===== src/rtl/sram_bridge_pkg.sv =====
// Shared types and constants for the AVR/SNES SRAM bridge.
package sram_bridge_pkg;

    // Encodings are visible on debug[2:0] and must stay fixed.
    typedef enum logic [2:0] {
        IDLE      = 3'd0,
        RD_STROBE = 3'd1,
        RD_LATCH  = 3'd2,
        WR_SETUP  = 3'd3,
        WR_PULSE  = 3'd4,
        WR_HOLD   = 3'd5
    } state_e;

    localparam int DBG_MODE_BIT = 7;
    localparam int DBG_BUSY_BIT = 6;
    localparam int DBG_STATE_W  = 3;

    localparam int WAIT_W = 4;

endpackage


===== src/rtl/addr_sreg.sv =====
// AVR address register: serial shift-in, single-step increment with wrap.
module addr_sreg #(
    parameter int AW = 21
) (
    input  logic          clk_i,
    input  logic          reset_i,
    input  logic          en_i,
    input  logic          si_i,
    input  logic          inc_i,
    input  logic          ld_en_i,
    output logic [AW-1:0] addr_o
);

    logic [AW-1:0] addr_q;

    always_ff @(posedge clk_i) begin
        if (reset_i) begin
            addr_q <= '0;
        end else if (ld_en_i) begin
            if (en_i) begin
                addr_q <= {addr_q[AW-2:0], si_i};
            end else if (inc_i) begin
                addr_q <= addr_q + AW'(1);
            end
        end
    end

    assign addr_o = addr_q;

endmodule


===== src/rtl/sram_bridge.sv =====
// SRAM bridge: AVR strobe engine with wait states plus SNES pass-through,
// switching ownership only between accesses.
module sram_bridge
    import sram_bridge_pkg::*;
#(
    parameter int AW          = 21,
    parameter int DW          = 8,
    parameter int WAIT_CYCLES = 1,
    parameter int AUTO_INC    = 1
) (
    input  logic          clk,
    input  logic          reset,
    input  logic          snes_mode,
    input  logic          sreg_en_n,
    input  logic          si,
    input  logic          counter_n,
    input  logic          avr_we_n,
    input  logic          avr_oe_n,
    input  logic [DW-1:0] avr_wdata,
    output logic [DW-1:0] avr_rdata,
    input  logic [AW-1:0] snes_addr,
    input  logic          snes_oe_n,
    output logic [DW-1:0] snes_data,
    output logic [AW-1:0] sram_addr,
    input  logic [DW-1:0] sram_din,
    output logic [DW-1:0] sram_dout,
    output logic          sram_dout_en,
    output logic          sram_ce_n,
    output logic          sram_oe_n,
    output logic          sram_we_n,
    output logic          mode_ack,
    output logic          busy,
    output logic          done,
    output logic [7:0]    debug
);

    state_e state_q, state_d;
    logic [WAIT_W-1:0] wait_q, wait_d;

    logic we_prev_q, oe_prev_q, cnt_prev_q;
    logic mode_ack_q;
    logic [DW-1:0] rdata_q, wdata_q;
    logic [AW-1:0] addr;

    logic ce_n_q, oe_n_q, we_n_q, dout_en_q, done_q;
    logic ce_n_d, oe_n_d, we_n_d, dout_en_d, done_d;

    logic avr_idle, we_edge, oe_edge, cnt_edge, inc_req;

    always_ff @(posedge clk) begin
        if (reset) begin
            we_prev_q  <= 1'b1;
            oe_prev_q  <= 1'b1;
            cnt_prev_q <= 1'b1;
        end else begin
            we_prev_q  <= avr_we_n;
            oe_prev_q  <= avr_oe_n;
            cnt_prev_q <= counter_n;
        end
    end

    assign avr_idle = (state_q == IDLE) && !mode_ack_q;
    assign we_edge  = avr_idle && we_prev_q && !avr_we_n;
    assign oe_edge  = avr_idle && oe_prev_q && !avr_oe_n;
    assign cnt_edge = cnt_prev_q && !counter_n;
    // done_q is high in the first IDLE cycle after an access, so the
    // auto-increment lands after the strobes have been released.
    assign inc_req  = cnt_edge || ((AUTO_INC != 0) && done_q);

    addr_sreg #(.AW(AW)) u_addr_sreg (
        .clk_i   (clk),
        .reset_i (reset),
        .en_i    (!sreg_en_n),
        .si_i    (si),
        .inc_i   (inc_req),
        .ld_en_i (avr_idle),
        .addr_o  (addr)
    );

    always_ff @(posedge clk) begin
        if (reset) begin
            state_q <= IDLE;
            wait_q  <= '0;
        end else begin
            state_q <= state_d;
            wait_q  <= wait_d;
        end
    end

    always_comb begin
        state_d = state_q;
        wait_d  = wait_q;
        case (state_q)
            IDLE: begin
                if (we_edge) begin
                    state_d = WR_SETUP;
                end else if (oe_edge) begin
                    state_d = RD_STROBE;
                    wait_d  = WAIT_W'(WAIT_CYCLES);
                end
            end
            RD_STROBE: begin
                if (wait_q == '0) state_d = RD_LATCH;
                else              wait_d  = wait_q - WAIT_W'(1);
            end
            RD_LATCH: state_d = IDLE;
            WR_SETUP: begin
                state_d = WR_PULSE;
                wait_d  = WAIT_W'(WAIT_CYCLES);
            end
            WR_PULSE: begin
                if (wait_q == '0) state_d = WR_HOLD;
                else              wait_d  = wait_q - WAIT_W'(1);
            end
            WR_HOLD:  state_d = IDLE;
            default:  state_d = IDLE;
        endcase
    end

    always_comb begin
        ce_n_d    = 1'b1;
        oe_n_d    = 1'b1;
        we_n_d    = 1'b1;
        dout_en_d = 1'b0;
        done_d    = 1'b0;
        case (state_q)
            RD_STROBE: begin
                ce_n_d = 1'b0;
                oe_n_d = 1'b0;
            end
            RD_LATCH: done_d = 1'b1;
            WR_SETUP: begin
                ce_n_d    = 1'b0;
                dout_en_d = 1'b1;
            end
            WR_PULSE: begin
                ce_n_d    = 1'b0;
                we_n_d    = 1'b0;
                dout_en_d = 1'b1;
            end
            WR_HOLD: begin
                ce_n_d    = 1'b0;
                dout_en_d = 1'b1;
                done_d    = 1'b1;
            end
            default: ;
        endcase
    end

    always_ff @(posedge clk) begin
        if (reset) begin
            ce_n_q     <= 1'b1;
            oe_n_q     <= 1'b1;
            we_n_q     <= 1'b1;
            dout_en_q  <= 1'b0;
            done_q     <= 1'b0;
            mode_ack_q <= 1'b0;
            rdata_q    <= '0;
            wdata_q    <= '0;
        end else begin
            ce_n_q    <= ce_n_d;
            oe_n_q    <= oe_n_d;
            we_n_q    <= we_n_d;
            dout_en_q <= dout_en_d;
            done_q    <= done_d;
            if (state_q == IDLE)     mode_ack_q <= snes_mode;
            if (state_q == RD_LATCH) rdata_q    <= sram_din;
            if (we_edge)             wdata_q    <= avr_wdata;
        end
    end

    assign sram_addr    = mode_ack_q ? snes_addr : addr;
    assign sram_oe_n    = mode_ack_q ? snes_oe_n : oe_n_q;
    assign sram_ce_n    = mode_ack_q ? snes_oe_n : ce_n_q;
    assign sram_we_n    = mode_ack_q ? 1'b1      : we_n_q;
    assign sram_dout_en = mode_ack_q ? 1'b0      : dout_en_q;
    assign snes_data    = mode_ack_q ? sram_din  : '0;
    assign sram_dout    = wdata_q;
    assign avr_rdata    = rdata_q;
    assign mode_ack     = mode_ack_q;
    assign busy         = (state_q != IDLE);
    assign done         = done_q;

    always_comb begin
        debug                        = '0;
        debug[DBG_MODE_BIT]          = mode_ack_q;
        debug[DBG_BUSY_BIT]          = busy;
        debug[DBG_STATE_W-1:0]       = state_q;
    end

endmodule


===== config.mk =====
export PLATFORM = sky130hd
export DESIGN_NAME = sram_bridge
export DESIGN_NICKNAME = d
export VERILOG_FILES = /design/src/rtl/sram_bridge_pkg.sv /design/src/rtl/addr_sreg.sv /design/src/rtl/sram_bridge.sv
export SDC_FILE = /design/constraint.sdc
export NUM_CORES = 1
export LEC_CHECK = 0
export ABC_AREA = 1
export BUFFER_PORTS_ARGS = -buffer_cell sky130_fd_sc_hd__buf_2
export CORE_ASPECT_RATIO = 1.75
export CORE_MARGIN = 2
export CORE_UTILIZATION = 25
export DETAILED_ROUTE_END_ITERATION = 10
export PLACE_DENSITY_LB_ADDON = 0.2
export SYNTH_ARGS = -nofsm -noshare
export SYNTH_HDL_FRONTEND = slang
export SYNTH_HIERARCHICAL = 1
export SYNTH_SLANG_ARGS = --single-unit

===== constraint.sdc =====
create_clock -name clk -period 1.5 [get_ports clk]
set_clock_uncertainty 0.05 [all_clocks]
set_input_delay 0.075 -clock clk [delete_from_list [all_inputs] [get_ports clk]]
set_output_delay 0.075 -clock clk [all_outputs]
set_load 0.01 [all_outputs]

==> flow_metrics.tcl <==
set metrics [dict create \
    outcome "finished clean" \
    ys_ff_latch 53 \
    hold_viol 0 \
    numCtsBuffers 5 \
    grt_antenna_before_repair 0 \
    synth_fa_ha_area_frac 0.00774 \
    crit_buf_inv 2 \
    post_layout_nonfiller_instances 832 \
    clk_latency_ps 300 \
    synth_area_um2 3230 \
    n_antenna_cell 0 \
    grt_pass1_vias 3819 \
    hold_class "primary input to register" \
    required_ps 1650 \
    dp.cells 806 \
    r2r-start "cnt_prev_q" \
    portBuffers 102 \
    fin_nets 708 \
    start_kind "register" \
    drt_pass1_iterations 4 \
    max_clock_freq_mhz 682 \
    slowest_delay_ps 300 \
    wl_um 11000 \
    rows 55 \
    ys_types 42 \
    ff2ff_path_depth 7 \
    dp_slack_ps -2.98 \
    drv_slew 0 \
    ys.warnings.count 6 \
    min_path_cells 3 \
    critPathTopFamily "compound AO/OA/AOI/OAI gates" \
    synth_simple_gate_area_frac 0.418 \
    grt_max_degree 35 \
    synth-xor-area-share 0.00542 \
    synth-async-reset-ratio 0 \
    critPathCaptureType "register" \
    drc 0 \
    hold_start "sram_din[3]" \
    dieHeight_um 154 \
    die_area_um2 13900 \
    final_cell_mix "nand2_1 (156), buf_2 (102), nor2_1 (61), buf_4 (45), inv_1 (43)" \
    fp.coreArea_um2 12800 \
    setup_viol 0 \
    initial_utilization 0.253 \
    worstSetupPathType "register to register" \
    vias_per_cell 4.49 \
    post-route-util 0.368 \
    gp_congestion 0.908 \
    syn_inst 506 \
    drtIter0Drc 157 \
    crit_path_max_fanout 4 \
    post-route-min-period_ps 1470 \
    synthTopCellsByArea "dfxtp_1 (33%), nand2_1 (19%), nor2_1 (7.7%)" \
    wire_per_inst_um 13.2 \
    syn_to_final_growth_pct 45.6 \
    rsz0062_at_grt "true" \
    synth_top_family_by_area "simple AND/OR/NAND/NOR gates" \
    synth_mux_area_frac 0 \
    synth_compound_gate_area_share 0.130 \
    period_share 0.978 \
    ir_drop_mv 0.769 \
    cts_buffer_depth 2 \
    dp_hpwl_um 8590 \
    rrSetupSlack_ps 30 \
    totalPowerFinal_mw 7.35 \
    cts_root_buf "clkbuf_16" \
    cap_violations 0 \
    synth.largest_area_cell "dfxtp_1" \
    die_x_um 90.0 \
    pin_count 106 \
    synth-main-ff-cell "dfxtp_1" \
    clkTransAtPathRegs_ps 70 \
    synth_top_area_share 0.328 \
    syn-mean-instance-area_um2 6.39 \
    leakagePower_nw 2.30 \
    powerDensity_nw_per_um2 1560 \
    cpMaxStageDelayCell "dfxtp_1" \
    crit_arrival_ps 1620 \
    grt-ovfl-total 0 \
    ys_seq_area_frac 0.328 \
    grt_use_total 0.159 \
    vias 3739 \
    grt_pass1_wl_um 17900 \
    ant_nets 0 \
    cts_max_level 2 \
    cts_tree "built" \
    min_to "avr_rdata[3]" \
    cts_sinks 53 \
    worstReg2RegEnd "u_addr_sreg/addr_o[1]" \
    final_common_cell "nand2_1" \
    synth_edf_count 0 \
    crit_chain "a21o_1 -> o21ai_4 -> inv_2 -> nand2_1 -> buf_4 -> nor2_1 -> a211oi_1" \
    drive_gt1_frac 0.365 \
    worst_slack_ps 33.5 \
]
-- state kept, by name (all words and copies together) (netlist names) --
register            cells
oe_prev_q               1
avr_rdata               8
we_n_q                  1
ce_n_q                  1
done                    1
sram_dout               8
wait_q                  4
mode_ack                1
state_q                 3
we_prev_q               1
u_addr_sreg/addr_o     21
cnt_prev_q              1
dout_en_q               1
oe_n_q                  1
-- how the worst max path moves through the flow --
stage,from,to,cells past startpoint
floorplan,state_q[0],u_addr_sreg/addr_o[8],11
detailed placement,u_addr_sreg/addr_o[0],u_addr_sreg/addr_o[18],10
finish,cnt_prev_q,u_addr_sreg/addr_o[1],7
global route,u_addr_sreg/addr_o[1],u_addr_sreg/addr_o[19],10
CTS,state_q[0],u_addr_sreg/addr_o[4],9
global placement,u_addr_sreg/addr_o[0],u_addr_sreg/addr_o[18],10
-- routing by layer --
metal | up-vias | routed length, um | global-route usage
li1 | 1892 | - | -
met4 | 0 | 319 | 0.0681
met3 | 20 | 488 | 0.0331
met1 | 1724 | 3870 | 0.149
met2 | 103 | 6320 | 0.325
met5 | - | 0 | 0
-- cell usage after synthesis, types with 2 or more instances --
| cell type | number |
|---|---|
| nand2_1 | 164 |
| nor2_1 | 66 |
| dfxtp_1 | 53 |
| inv_1 | 50 |
| nand3_1 | 31 |
| o21ai_0 | 25 |
| a21oi_1 | 21 |
| clkbuf_1 | 8 |
| buf_4 | 6 |
| inv_2 | 6 |
| nand4_1 | 6 |
| nor3_1 | 6 |
| o211ai_1 | 6 |
| nand2_2 | 5 |
| nor2_4 | 5 |
| a21oi_2 | 4 |
| buf_2 | 4 |
| nand3b_1 | 3 |
| nor2_2 | 3 |
| a211oi_1 | 2 |
| a22oi_1 | 2 |
| a31oi_1 | 2 |
| buf_6 | 2 |
| ha_1 | 2 |
| nand2_4 | 2 |
| nand3_2 | 2 |
| nor2_8 | 2 |
| o22ai_2 | 2 |
| or2_2 | 2 |
| xor2_1 | 2 |
-- final cells by class --
cell class | instances | area (um^2)
flip-flops and latches | 53 | 1080
clock inverters | 2 | 15.0
fillers | 1429 | 8090
repair buffers | 167 | 1080
inverters | 57 | 229
multi-input cells | 376 | 1960
well taps | 171 | 214
clock buffers | 6 | 129
-- stage by stage --
stage                     TNS (ps)  hold WS [ps]  area [um^2]
after detailed placement     -4.55           217         4230
after floorplan               -119           122         3270
final                            0          4.19         4710
after global placement           0           217         4230
after global routing          -372          26.4         4710
after CTS                        0          4.53         4520
-- power breakdown --
group	total, mW	internal (mW)	switching, mW
combinational	4.17	1.76	2.41
sequential	1.98	1.73	0.252
clock	1.19	0.622	0.572
total	7.35	4.11	3.23
-- what timing repair did --
item / CTS / global route
setup endpoints to repair: 9 / 37
gates resized for setup: 5 / 51
pin swaps: 2 / 10
hold buffers: 14 / 0
endpoints found under the hold margin: 14 / 0
setup buffers: 0 / 4
-- worst min-delay path, stage by stage --
cell     delay, ps
buf_2           90
o21ai_0         80
nor2_1          80
-- cell families (layout without fill, tap and decap cells) --
| group | Yosys count | in the layout |
|---|---|---|
| AO/OA/AOI/OAI | 68 | 68 |
| XOR/XNOR | 2 | 2 |
| adder cells (fa/ha/maj) | 2 | 2 |
| buffers and inverters | 79 | 232 |
| flip-flops | 53 | 53 |
| other | 1 | 3 |
| AND/OR/NAND/NOR | 301 | 301 |
Power figures use the tool's default switching activity.
